[config.mk]
export PLATFORM = sky130hd
export DESIGN_NAME = lsu_axi_master
export DESIGN_NICKNAME = d
export VERILOG_FILES = /design/src/rtl/lsu_axi_master.sv
export SDC_FILE = /design/constraint.sdc
export NUM_CORES = 1
export LEC_CHECK = 0
export BUFFER_PORTS_ARGS = -buffer_cell sky130_fd_sc_hd__buf_2
export CELL_PAD_IN_SITES_DETAIL_PLACEMENT = 1
export CELL_PAD_IN_SITES_GLOBAL_PLACEMENT = 1
export CORE_ASPECT_RATIO = 2
export CORE_UTILIZATION = 38
export CTS_CLUSTER_DIAMETER = 100
export DETAILED_ROUTE_END_ITERATION = 8
export PLACE_DENSITY_LB_ADDON = 0.1
export SLEW_MARGIN = 15
export SYNTH_ARGS = -nofsm -noshare
export SYNTH_HDL_FRONTEND = slang
export SYNTH_SLANG_ARGS = --single-unit
[constraint.sdc]
create_clock -name clk -period 2.2 [get_ports clk]
set_input_delay 0.44 -clock clk [delete_from_list [all_inputs] [get_ports clk]]
set_output_delay 0.44 -clock clk [all_outputs]
set_load 0.02 [all_outputs]
[src/rtl/lsu_axi_master.sv]
// lsu_axi_master: load/store unit bus front-end.
// Accepts one memory request at a time from the MEM stage, issues a single AXI-lite read or
// write into the data SRAM slave, and returns aligned, sign/zero-extended load data or a store
// completion with an error flag.
//
// Ports
//   clk, rst_n            clock (rising edge) and asynchronous active-low reset
//   req_*                 MEM-stage request: valid/ready, wen, byte addr, right-aligned wdata,
//                         size (00 byte, 01 half, 10 word, 11 illegal), unsigned-load flag
//   rsp_*                 response: valid/ready, extended load data, error flag
//   ar*/r*                AXI-lite read address / read data channels
//   aw*/w*/b*             AXI-lite write address / write data / write response channels
// All outputs come straight from flops.
module lsu_axi_master #(
  parameter int unsigned ADDR_W          = 32,
  parameter bit          ERR_ON_MISALIGN = 1'b1
) (
  input  logic              clk,
  input  logic              rst_n,
  input  logic              req_valid,
  output logic              req_ready,
  input  logic              req_wen,
  input  logic [ADDR_W-1:0] req_addr,
  input  logic [31:0]       req_wdata,
  input  logic [1:0]        req_size,
  input  logic              req_unsigned,
  output logic              rsp_valid,
  input  logic              rsp_ready,
  output logic [31:0]       rsp_rdata,
  output logic              rsp_err,
  output logic [ADDR_W-1:0] araddr,
  output logic              arvalid,
  input  logic              arready,
  input  logic [31:0]       rdata,
  input  logic [1:0]        rresp,
  input  logic              rvalid,
  output logic              rready,
  output logic [ADDR_W-1:0] awaddr,
  output logic              awvalid,
  input  logic              awready,
  output logic [31:0]       wdata,
  output logic [3:0]        wstrb,
  output logic              wvalid,
  input  logic              wready,
  input  logic [1:0]        bresp,
  input  logic              bvalid,
  output logic              bready
);

  typedef enum logic [1:0] {StIdle, StRd, StWr, StResp} state_e;

  state_e state_q, state_d;

  // Latched request attributes needed to extract load data
  logic [1:0]        off_q, off_d;
  logic [1:0]        size_q, size_d;
  logic              uns_q, uns_d;

  logic              req_ready_q, req_ready_d;
  logic              rsp_valid_q, rsp_valid_d;
  logic [31:0]       rsp_rdata_q, rsp_rdata_d;
  logic              rsp_err_q, rsp_err_d;
  logic [ADDR_W-1:0] araddr_q, araddr_d;
  logic              arvalid_q, arvalid_d;
  logic              rready_q, rready_d;
  logic [ADDR_W-1:0] awaddr_q, awaddr_d;
  logic              awvalid_q, awvalid_d;
  logic [31:0]       wdata_q, wdata_d;
  logic [3:0]        wstrb_q, wstrb_d;
  logic              wvalid_q, wvalid_d;
  logic              bready_q, bready_d;

  // Accept-time decode of the incoming request
  logic              misalign;
  logic              acc_err;
  logic [1:0]        acc_off;
  logic [31:0]       acc_wdata;
  logic [3:0]        acc_wstrb;
  logic [ADDR_W-1:0] bus_addr;

  // Load data extraction from the R beat
  logic [31:0]       ld_shift;
  logic [31:0]       ld_data;

  always_comb begin
    misalign = ((req_size == 2'b01) && req_addr[0]) ||
               ((req_size == 2'b10) && (req_addr[1:0] != 2'b00));
    acc_err  = (req_size == 2'b11) || (ERR_ON_MISALIGN && misalign);
    bus_addr = {req_addr[ADDR_W-1:2], 2'b00};

    // Offset within the word after force-aligning; misaligned requests only reach the bus
    // when ERR_ON_MISALIGN is clear.
    case (req_size)
      2'b00: begin
        acc_off   = req_addr[1:0];
        acc_wdata = {4{req_wdata[7:0]}};
      end
      2'b01: begin
        acc_off   = {req_addr[1], 1'b0};
        acc_wdata = {2{req_wdata[15:0]}};
      end
      default: begin
        acc_off   = 2'b00;
        acc_wdata = req_wdata;
      end
    endcase

    case (req_size)
      2'b00:   acc_wstrb = 4'b0001 << acc_off;
      2'b01:   acc_wstrb = 4'b0011 << acc_off;
      default: acc_wstrb = 4'b1111;
    endcase
  end

  always_comb begin
    ld_shift = rdata >> {off_q, 3'b000};
    case (size_q)
      2'b00:   ld_data = uns_q ? {24'b0, ld_shift[7:0]} : {{24{ld_shift[7]}}, ld_shift[7:0]};
      2'b01:   ld_data = uns_q ? {16'b0, ld_shift[15:0]} : {{16{ld_shift[15]}}, ld_shift[15:0]};
      default: ld_data = ld_shift;
    endcase
  end

  always_comb begin
    state_d     = state_q;
    off_d       = off_q;
    size_d      = size_q;
    uns_d       = uns_q;
    req_ready_d = req_ready_q;
    rsp_valid_d = rsp_valid_q;
    rsp_rdata_d = rsp_rdata_q;
    rsp_err_d   = rsp_err_q;
    araddr_d    = araddr_q;
    arvalid_d   = arvalid_q;
    rready_d    = rready_q;
    awaddr_d    = awaddr_q;
    awvalid_d   = awvalid_q;
    wdata_d     = wdata_q;
    wstrb_d     = wstrb_q;
    wvalid_d    = wvalid_q;
    bready_d    = bready_q;

    unique case (state_q)
      StIdle: begin
        // req_ready_q is high throughout StIdle, so req_valid alone means accept
        if (req_valid) begin
          off_d       = acc_off;
          size_d      = req_size;
          uns_d       = req_unsigned;
          req_ready_d = 1'b0;
          rsp_rdata_d = 32'h0;
          rsp_err_d   = 1'b0;
          if (acc_err) begin
            state_d     = StResp;
            rsp_valid_d = 1'b1;
            rsp_err_d   = 1'b1;
          end else if (req_wen) begin
            state_d   = StWr;
            awaddr_d  = bus_addr;
            awvalid_d = 1'b1;
            wdata_d   = acc_wdata;
            wstrb_d   = acc_wstrb;
            wvalid_d  = 1'b1;
            bready_d  = 1'b1;
          end else begin
            state_d   = StRd;
            araddr_d  = bus_addr;
            arvalid_d = 1'b1;
            rready_d  = 1'b1;
          end
        end
      end
      StRd: begin
        if (arvalid_q && arready) arvalid_d = 1'b0;
        if (rready_q && rvalid) begin
          rready_d = 1'b0;
          if (rresp != 2'b00) begin
            rsp_err_d   = 1'b1;
            rsp_rdata_d = 32'h0;
          end else begin
            rsp_rdata_d = ld_data;
          end
        end
        if (!arvalid_d && !rready_d) begin
          state_d     = StResp;
          rsp_valid_d = 1'b1;
        end
      end
      StWr: begin
        if (awvalid_q && awready) awvalid_d = 1'b0;
        if (wvalid_q && wready)   wvalid_d  = 1'b0;
        if (bready_q && bvalid) begin
          bready_d  = 1'b0;
          rsp_err_d = (bresp != 2'b00);
        end
        if (!awvalid_d && !wvalid_d && !bready_d) begin
          state_d     = StResp;
          rsp_valid_d = 1'b1;
        end
      end
      StResp: begin
        if (rsp_ready) begin
          state_d     = StIdle;
          rsp_valid_d = 1'b0;
          req_ready_d = 1'b1;
        end
      end
      default: state_d = StIdle;
    endcase
  end

  always_ff @(posedge clk or negedge rst_n) begin
    if (!rst_n) begin
      state_q     <= StIdle;
      off_q       <= 2'b00;
      size_q      <= 2'b00;
      uns_q       <= 1'b0;
      req_ready_q <= 1'b1;
      rsp_valid_q <= 1'b0;
      rsp_rdata_q <= 32'h0;
      rsp_err_q   <= 1'b0;
      araddr_q    <= '0;
      arvalid_q   <= 1'b0;
      rready_q    <= 1'b0;
      awaddr_q    <= '0;
      awvalid_q   <= 1'b0;
      wdata_q     <= 32'h0;
      wstrb_q     <= 4'h0;
      wvalid_q    <= 1'b0;
      bready_q    <= 1'b0;
    end else begin
      state_q     <= state_d;
      off_q       <= off_d;
      size_q      <= size_d;
      uns_q       <= uns_d;
      req_ready_q <= req_ready_d;
      rsp_valid_q <= rsp_valid_d;
      rsp_rdata_q <= rsp_rdata_d;
      rsp_err_q   <= rsp_err_d;
      araddr_q    <= araddr_d;
      arvalid_q   <= arvalid_d;
      rready_q    <= rready_d;
      awaddr_q    <= awaddr_d;
      awvalid_q   <= awvalid_d;
      wdata_q     <= wdata_d;
      wstrb_q     <= wstrb_d;
      wvalid_q    <= wvalid_d;
      bready_q    <= bready_d;
    end
  end

  assign req_ready = req_ready_q;
  assign rsp_valid = rsp_valid_q;
  assign rsp_rdata = rsp_rdata_q;
  assign rsp_err   = rsp_err_q;
  assign araddr    = araddr_q;
  assign arvalid   = arvalid_q;
  assign rready    = rready_q;
  assign awaddr    = awaddr_q;
  assign awvalid   = awvalid_q;
  assign wdata     = wdata_q;
  assign wstrb     = wstrb_q;
  assign wvalid    = wvalid_q;
  assign bready    = bready_q;

endmodule
==> impl_metrics.toml, run 1 <==
[run_status]
status = "complete, no violations"

[timing]
clock-skew-final_ns = 0.00872
hold-worst-slack_ns = 0.258
min_period_over_period = 0.957
finalCriticalPeriod_ns = 2.11
rsz0062_at_grt = "false"
fmax_ghz = 0.475
hold_viol_final = 0
worst_slew_pin_slew_ns = 0.565
setup_viol = 0
slew_headroom = 0.623
setup_tns_ns = 0
finalWorstSetupSlack_ns = 0.0938
slew_violations = 0

[min_path]
hold_class = "in2reg"

[route]
dr_wl_met3_um = 1380
wl_um = 20700
via_count = 5239
wl_met2_um = 11200
top_layer = "met4"
ant_nets = 0
wl_met1_um = 6920
drc = 0
viasPerCell = 5.27
first_pass_iters = 4
wl_per_cell_um = 20.8
drt_iter0_drc = 123

[critical_path]
worstPathCellList = "inv_1, ha_1, buf_4, nand2_1, a211o_4, buf_12, mux2_4"
critPathKind = "reg2reg"
critPathSlowestCell = "dfrtp_1"
slowest_delay_ns = 0.38
cp-end-kind = "flop"
required_ns = 2.50
critPathTopFamily = "buffers and inverters"
startpoint_type = "flop"
critPathMaxFanout = 52
crit_arrival_ns = 2.41
path_buf_inv = 3

[synthesis]
synth_top_family_by_area = "multiplexers"
synthXorXnorAreaFrac = 0
netlist_instances = 515
synth_top_area_frac = 0.535
synth_compound_area_frac = 0.120
asyncSetResetFlopFracSynth = 1.00
ys_types = 45
synth-simple-area-share = 0.0586
synth-edff-count = 0
seq_area_frac_synth = 0.539
synth_mux_area_frac = 0.230
syn-cell-area_um2 = 6640
yosysWarnings = 0
synth_fa_ha_area_frac = 0.0113
synth-seq-cells = 143
synth_area_leaders = "dfrtp_1 54%, mux2_4 8.6%, mux2_2 8.3%"
yosys.area.top_type = "dfrtp_1"
avgSynthCellArea_um2 = 12.9
synth_ff_type = "dfrtp_1"

[placed_design]
post_dp_cell_area_um2 = 8140
preCtsSetupSlack_ns = -0.0375
gp_congestion = 0.865
hpwl_um = 15800
port_buffers = 248

[global_routing]
overflow = 0
grt_pass1_wl_um = 32700
grt_max_degree = 55
antenna_found_initial = 1
grt_usage = 0.242
grt_pass1_vias = 6044

[power]
ir_worst_vdd_mv = 0.742
power_density_nw_per_um2 = 1490
total_power_mw = 13.2
leakagePower_nw = 4.59

[final_layout]
final_common_cell = "buf_2"
layout_common_cells = "247 x buf_2, 142 x dfrtp_1, 49 x mux2_2"
area_delta_synth_final_pct = 33.0
drive_above_1_share = 0.505
design_area_um2 = 8830
fin_nets = 890

[clock_tree]
ctsLongestPathBuffers = 2
insertion_delay_ns = 0.42
root_buffer = "clkbuf_16"
cts_tree = "done"
numCtsBuffers = 17
path_clk_slew_ns = 0.06
cts_sinks = 143
htree_num_levels = 4

[floorplan]
io_pins = 253
die_w_um = 95.5
initial_core_util = 0.386
die_area_um2 = 18000
core_area_um2 = 17200
placementRows = 68
die_h_um = 189

[run]
drv_cap = 0
[final timing paths]
path	start	to	slack, ns	cells after the start
min in group asynchronous	rst_n	rsp_rdata[23]	0.53	2
max in group asynchronous	rst_n	wdata[5]	0.97	3
setup reg to reg	state_q[1]	wdata[3]	0.09	7
hold reg to reg	wdata[9]	wdata[9]	0.47	2
setup / recovery	state_q[1]	wdata[3]	0.09	7
hold / removal	req_addr[26]	araddr[26]	0.26	2
[through the flow]
step,utilization,std cells
after floorplan,-,518
after global placement,0.474,959
after detailed placement,0.474,959
after CTS,0.513,994
after global routing,0.514,995
final,0.514,995
[power by group]
part,switching (mW),leakage [nW],total [mW],internal (mW)
clock network,1.15,0.315,3.20,2.05
registers,0.660,1.81,4.38,3.72
logic,3.29,2.47,5.58,2.29
[Yosys cell counts, drive strengths merged, types with 2 or more instances]
cell type,number
dfrtp,142
mux2,89
mux2i,36
nand2,31
o21ai,30
buf,26
nor2,25
a21oi,23
a221o,17
o2bb2ai,16
clkbuf,10
inv,9
nor2b,9
a221oi,7
nand3,7
ha,6
o31ai,5
nor3,4
a2111oi,2
a211o,2
nand2b,2
o22ai,2
[registers in the layout (all words and copies together) (netlist names)]
name       count
off_q          2
araddr        30
req_ready      1
size_q         2
rsp_err        1
bready         1
wstrb          4
rready         1
wvalid         1
uns_q          1
arvalid        1
wdata         32
awaddr        30
rsp_valid      1
awvalid        1
state_q        2
rsp_rdata     32
[metal layers]
layer / vias to the layer above / track usage
met1: 2602 / 0.239
li1: 2379 / -
met4: 0 / 0.142
met5: - / 0
met3: 54 / 0.0699
met2: 204 / 0.434
[cell families after synthesis]
group,count (synthesis)
other,1
flip-flops,143
multiplexers,126
AO/OA/AOI/OAI,110
buffers and inverters,45
adder cells (fa/ha/maj),6
AND/OR/NAND/NOR,84
[layout make-up]
type                    count  area, um2
fillers                  1903       8360
flip-flops and latches    143       3580
multi-input cells         330       2820
repair buffers            270       1480
clock buffers              23        498
well taps                 210        263
clock inverters             9        154
inverters                   9       33.8
diodes                      1       2.50
[timing repair]
action	in CTS	in global routing
endpoints found under the hold margin	18	0
setup endpoints to repair	16	23
setup buffers	2	0
hold buffers	1	0
pin swaps	1	0
resized for setup	0	2
No activity file was read; power rests on OpenSTA's default activity.
==> run 2: changes to the inputs <==
--- a/config.mk
+++ b/config.mk
@@ -8,7 +8,6 @@
 export BUFFER_PORTS_ARGS = -buffer_cell sky130_fd_sc_hd__buf_2
 export CELL_PAD_IN_SITES_DETAIL_PLACEMENT = 1
 export CELL_PAD_IN_SITES_GLOBAL_PLACEMENT = 1
-export CORE_ASPECT_RATIO = 2
 export CORE_UTILIZATION = 38
 export CTS_CLUSTER_DIAMETER = 100
 export DETAILED_ROUTE_END_ITERATION = 8
==> constraint.sdc (replaced) <==
create_clock -name clk -period 2.35 [get_ports clk]
set_input_delay 0.47 -clock clk [delete_from_list [all_inputs] [get_ports clk]]
set_output_delay 0.47 -clock clk [all_outputs]
set_load 0.02 [all_outputs]
==> impl_metrics.toml, run 2 (same netlist as run 1, synthesis figures left out) <==
[floorplan]
initial_core_util = 0.395
die_w_um = 134
die_area_um2 = 18000
core_area_um2 = 16800
io_pins = 253
placementRows = 47
die_h_um = 134

[placed_design]
gp_congestion = 0.767
hpwl_um = 14000
preCtsSetupSlack_ns = 0.0929
port_buffers = 248

[min_path]
min_from = "req_addr[13]"
hold_class = "in2reg"
worstHoldEndpoint = "awaddr[13]"
hold_path_depth = 2

[final_layout]
fin_nets = 886
area_delta_synth_final_pct = 32.2
drive_above_1_share = 0.504
fin_util = 0.522
layout_common_cells = "247 x buf_2, 142 x dfrtp_1, 49 x mux2_2"
final_common_cell = "buf_2"

[clock_tree]
cts_sinks = 143
insertion_delay_ns = 0.43
numCtsBuffers = 17
cts_tree = "done"
path_clk_slew_ns = 0.07
root_buffer = "clkbuf_16"
ctsLongestPathBuffers = 2
htree_num_levels = 4

[critical_path]
cp-end-kind = "flop"
required_ns = 2.69
critPathKind = "reg2reg"
crit_arrival_ns = 2.50
regToRegEndpoint = "rsp_rdata[14]"
r2r_start = "state_q[0]"
critPathMaxFanout = 19
startpoint_type = "flop"
regToRegSetupSlack_ns = 0.19
rr_worst_depth = 6

[power]
leakagePower_nw = 4.55
power_density_nw_per_um2 = 1360
ir_worst_vdd_mv = 0.570

[timing]
setup_viol = 0
finalWorstSetupSlack_ns = 0.191
slew_violations = 0
finalCriticalPeriod_ns = 2.16
slew_headroom = 0.558
min_period_over_period = 0.919
fmax_ghz = 0.463
rsz0062_at_grt = "false"
setup_tns_ns = 0
hold_viol_final = 0
worst_slew_pin_slew_ns = 0.662
clock-skew-final_ns = 0.0137

[global_routing]
overflow = 0
antenna_found_initial = 1
grt_max_degree = 58
grt_usage = 0.222
grt_pass1_wl_um = 30900
grt_pass1_vias = 5580

[run_status]
status = "complete, no violations"

[route]
drc = 0
drt_iter0_drc = 156
wl_per_cell_um = 19.0
wl_um = 19000
via_count = 5115
ant_nets = 0
viasPerCell = 5.10
first_pass_iters = 4

[run]
drv_cap = 0
run 2: cell count changes in the layout (fill, tap and decap cells not counted), sizes merged:
cell | before | now
bufinv | 4 | 2
inv | 9 | 16
clkinv | 3 | 2
buf | 269 | 265
clkbuf | 23 | 17
clkinvlp | 2 | 4
diode | 1 | 2
run 2: how the worst max path moves through the flow:
| stage | start | endpoint | cells after the start |
|---|---|---|---|
| 2_1_floorplan | state_q[0] | araddr[10] | 7 |
| 3_3_place_gp | state_q[0] | rsp_rdata[29] | 7 |
| 3_5_place_dp | state_q[0] | rsp_rdata[28] | 7 |
| 4_1_cts | state_q[0] | rsp_rdata[26] | 7 |
| 5_1_grt | state_q[0] | rsp_rdata[14] | 6 |
| 6_report | state_q[0] | rsp_rdata[14] | 6 |
run 2: per-stage QoR:
step                      power, mW  area, um2  hold slack, ns  std cells
after floorplan                7.39       6650           0.174        518
after global placement         9.02       8130           0.421        966
after detailed placement       9.22       8130           0.432        966
after CTS                      12.1       8740           0.264        999
after global routing           12.6       8770           0.265       1000
final                          11.9       8780           0.279       1002
run 2: report_power, final:
part	switching, mW	internal, mW
combinational	2.95	2.11
clock	1.16	1.60
sequential	0.623	3.48
total	4.74	7.18
run 2: layout make-up:
type	count	area [um2]
Clock buffer	17	425
Antenna cell	2	5.00
Inverter	9	33.8
Timing Repair Buffer	266	1460
Sequential cell	143	3580
Clock inverter	15	174
Tap cell	220	275
Fill cell	1860	8040
Multi-Input combinational cell	330	2820
run 2: metal layers:
metal / part of all wire / wire, um / track usage / vias to the layer above
li1: - / - / - / 2374
met2: 0.50 / 9470 / 0.371 / 167
met3: 0.072 / 1370 / 0.0688 / 19
met4: 0.012 / 227 / 0.0674 / 0
met5: 0 / 0 / 0 / -
met1: 0.42 / 7930 / 0.275 / 2555
run 2: worst max-delay path: stages (launching register included):
cell,delay (ns)
dfrtp_1,0.42
inv_1,0.14
ha_1,0.22
nor2b_1,0.25
a211o_1,0.57
buf_4,0.32
o2bb2ai_1,0.15
run 2: timing repair:
action	CTS	global route
resized for setup	0	2
setup buffers	0	1
hold buffers	1	0
endpoints found under the setup margin	0	16
endpoints found under the hold margin	43	0
==> run 3: changes to the inputs <==
--- a/config.mk
+++ b/config.mk
@@ -8,10 +8,12 @@
 export BUFFER_PORTS_ARGS = -buffer_cell sky130_fd_sc_hd__buf_2
 export CELL_PAD_IN_SITES_DETAIL_PLACEMENT = 1
 export CELL_PAD_IN_SITES_GLOBAL_PLACEMENT = 1
-export CORE_UTILIZATION = 38
+export CORE_UTILIZATION = 39
+export CTS_BUF_LIST = sky130_fd_sc_hd__clkbuf_4 sky130_fd_sc_hd__clkbuf_8
 export CTS_CLUSTER_DIAMETER = 100
 export DETAILED_ROUTE_END_ITERATION = 8
 export PLACE_DENSITY_LB_ADDON = 0.1
+export REMOVE_ABC_BUFFERS = 1
 export SLEW_MARGIN = 15
 export SYNTH_ARGS = -nofsm -noshare
 export SYNTH_HDL_FRONTEND = slang
==> impl_metrics.toml, run 3 (same netlist as run 1, synthesis figures left out) <==
[run_status]
status = "complete, no violations"

[clock_tree]
ctsLongestPathBuffers = 2
numCtsBuffers = 17
htree_num_levels = 4
cts_sinks = 143
insertion_delay_ns = 0.45
root_buffer = "clkbuf_8"
path_clk_slew_ns = 0.08
cts_tree = "done"

[critical_path]
crit_arrival_ns = 2.64
cp-end-kind = "flop"
r2r_start = "state_q[0]"
slowest_delay_ns = 0.51
required_ns = 2.73
startpoint_type = "flop"
critPathSlowestCell = "nor2_1"
crit_start = "state_q[0]"
critPathMaxFanout = 18
critPathKind = "reg2reg"
path_buf_inv = 2
critPathTopFamily = "simple AND/OR/NAND/NOR gates"
worstPathCellList = "inv_1, ha_1, nor2b_1, nand4bb_1, buf_4, nor2_1, a221o_1"

[route]
ant_nets = 0
drt_iter0_drc = 149
wl_um = 18200
first_pass_iters = 4
wl_per_cell_um = 18.2
drc = 0
via_count = 5114
viasPerCell = 5.10

[floorplan]
io_pins = 253
die_h_um = 132
die_area_um2 = 17500
placementRows = 47
die_w_um = 132
initial_core_util = 0.400
core_area_um2 = 16600

[final_layout]
fin_nets = 887
multiInputGateArea_um2 = 2820
layout_common_cells = "247 x buf_2, 142 x dfrtp_1, 49 x mux2_2"
nFillCells = 1850
final_common_cell = "buf_2"
regArea_um2 = 3580
drive_above_1_share = 0.504
design_area_um2 = 8530
area_delta_synth_final_pct = 28.6

[timing]
slew_violations = 0
setup_viol = 0
min_period_over_period = 0.962
hold-worst-slack_ns = 0.246
rsz0062_at_grt = "true"
worst_slew_pin_slew_ns = 0.595
fmax_ghz = 0.442
hold_viol_final = 0
slew_headroom = 0.593
finalCriticalPeriod_ns = 2.26
clock-skew-final_ns = 0.0152

[global_routing]
grt_usage = 0.216
antenna_found_initial = 1
grt_max_degree = 61
grt_pass1_wl_um = 29800
overflow = 0
grt_pass1_vias = 5605

[min_path]
min_from = "req_addr[27]"
hold_class = "in2reg"

[run]
drv_cap = 0

[placed_design]
port_buffers = 248
post_dp_cell_area_um2 = 8120
gp_congestion = 0.760
hpwl_um = 13400

[power]
ir_worst_vdd_mv = 0.561
leakagePower_nw = 4.44
power_density_nw_per_um2 = 1290
total_power_mw = 11.0
run 3: final timing paths:
| kind | to | slack (ns) | cells after the start |
|---|---|---|---|
| min in group asynchronous | rsp_rdata[27] | 0.51 | 2 |
| max reg2reg | rsp_rdata[21] | 0.09 | 7 |
| max | rsp_rdata[21] | 0.09 | 7 |
| max in group asynchronous | awaddr[14] | 1.15 | 3 |
| min reg2reg | araddr[27] | 0.49 | 1 |
| min | araddr[27] | 0.25 | 2 |
run 3: final cells by class:
cell class | count | share of cell area
repair buffers | 267 | 0.169
inverters | 9 | 0.00396
multi-input cells | 330 | 0.330
flip-flops and latches | 143 | 0.419
well taps | 220 | 0.0323
clock buffers | 20 | 0.0323
diodes | 1 | 0.000293
clock inverters | 12 | 0.0128
run 3: metrics by stage:
| stage | util | instances | TNS, ns | worst slack (ns) |
|---|---|---|---|---|
| floorplan | - | 482 | -92.45 | -1.29 |
| global placement | 0.489 | 967 | 0 | 0.194 |
| detailed placement | 0.489 | 967 | 0 | 0.0715 |
| CTS | 0.513 | 1000 | 0 | 0.0546 |
| global route | 0.514 | 1001 | -0.731 | -0.0575 |
| finish | 0.515 | 1002 | 0 | 0.0894 |
run 3: power by group:
part | internal (mW) | switching (mW)
sequential | 3.48 | 0.626
clock | 0.922 | 0.988
combinational | 2.10 | 2.90
run 3: what timing repair did:
action / in CTS / in global routing
setup buffers: 0 / 1
resized for setup: 0 / 1
endpoints found under the hold margin: 42 / 0
hold buffers: 1 / 0
setup endpoints to repair: 0 / 27
run 3: per-layer routing:
layer  GRT usage  share of wire  up-vias
met5           0              0        -
met4      0.0658          0.012        0
met3      0.0651          0.066       18
met2       0.361           0.49      156
met1       0.270           0.43     2571
li1            -              -     2369
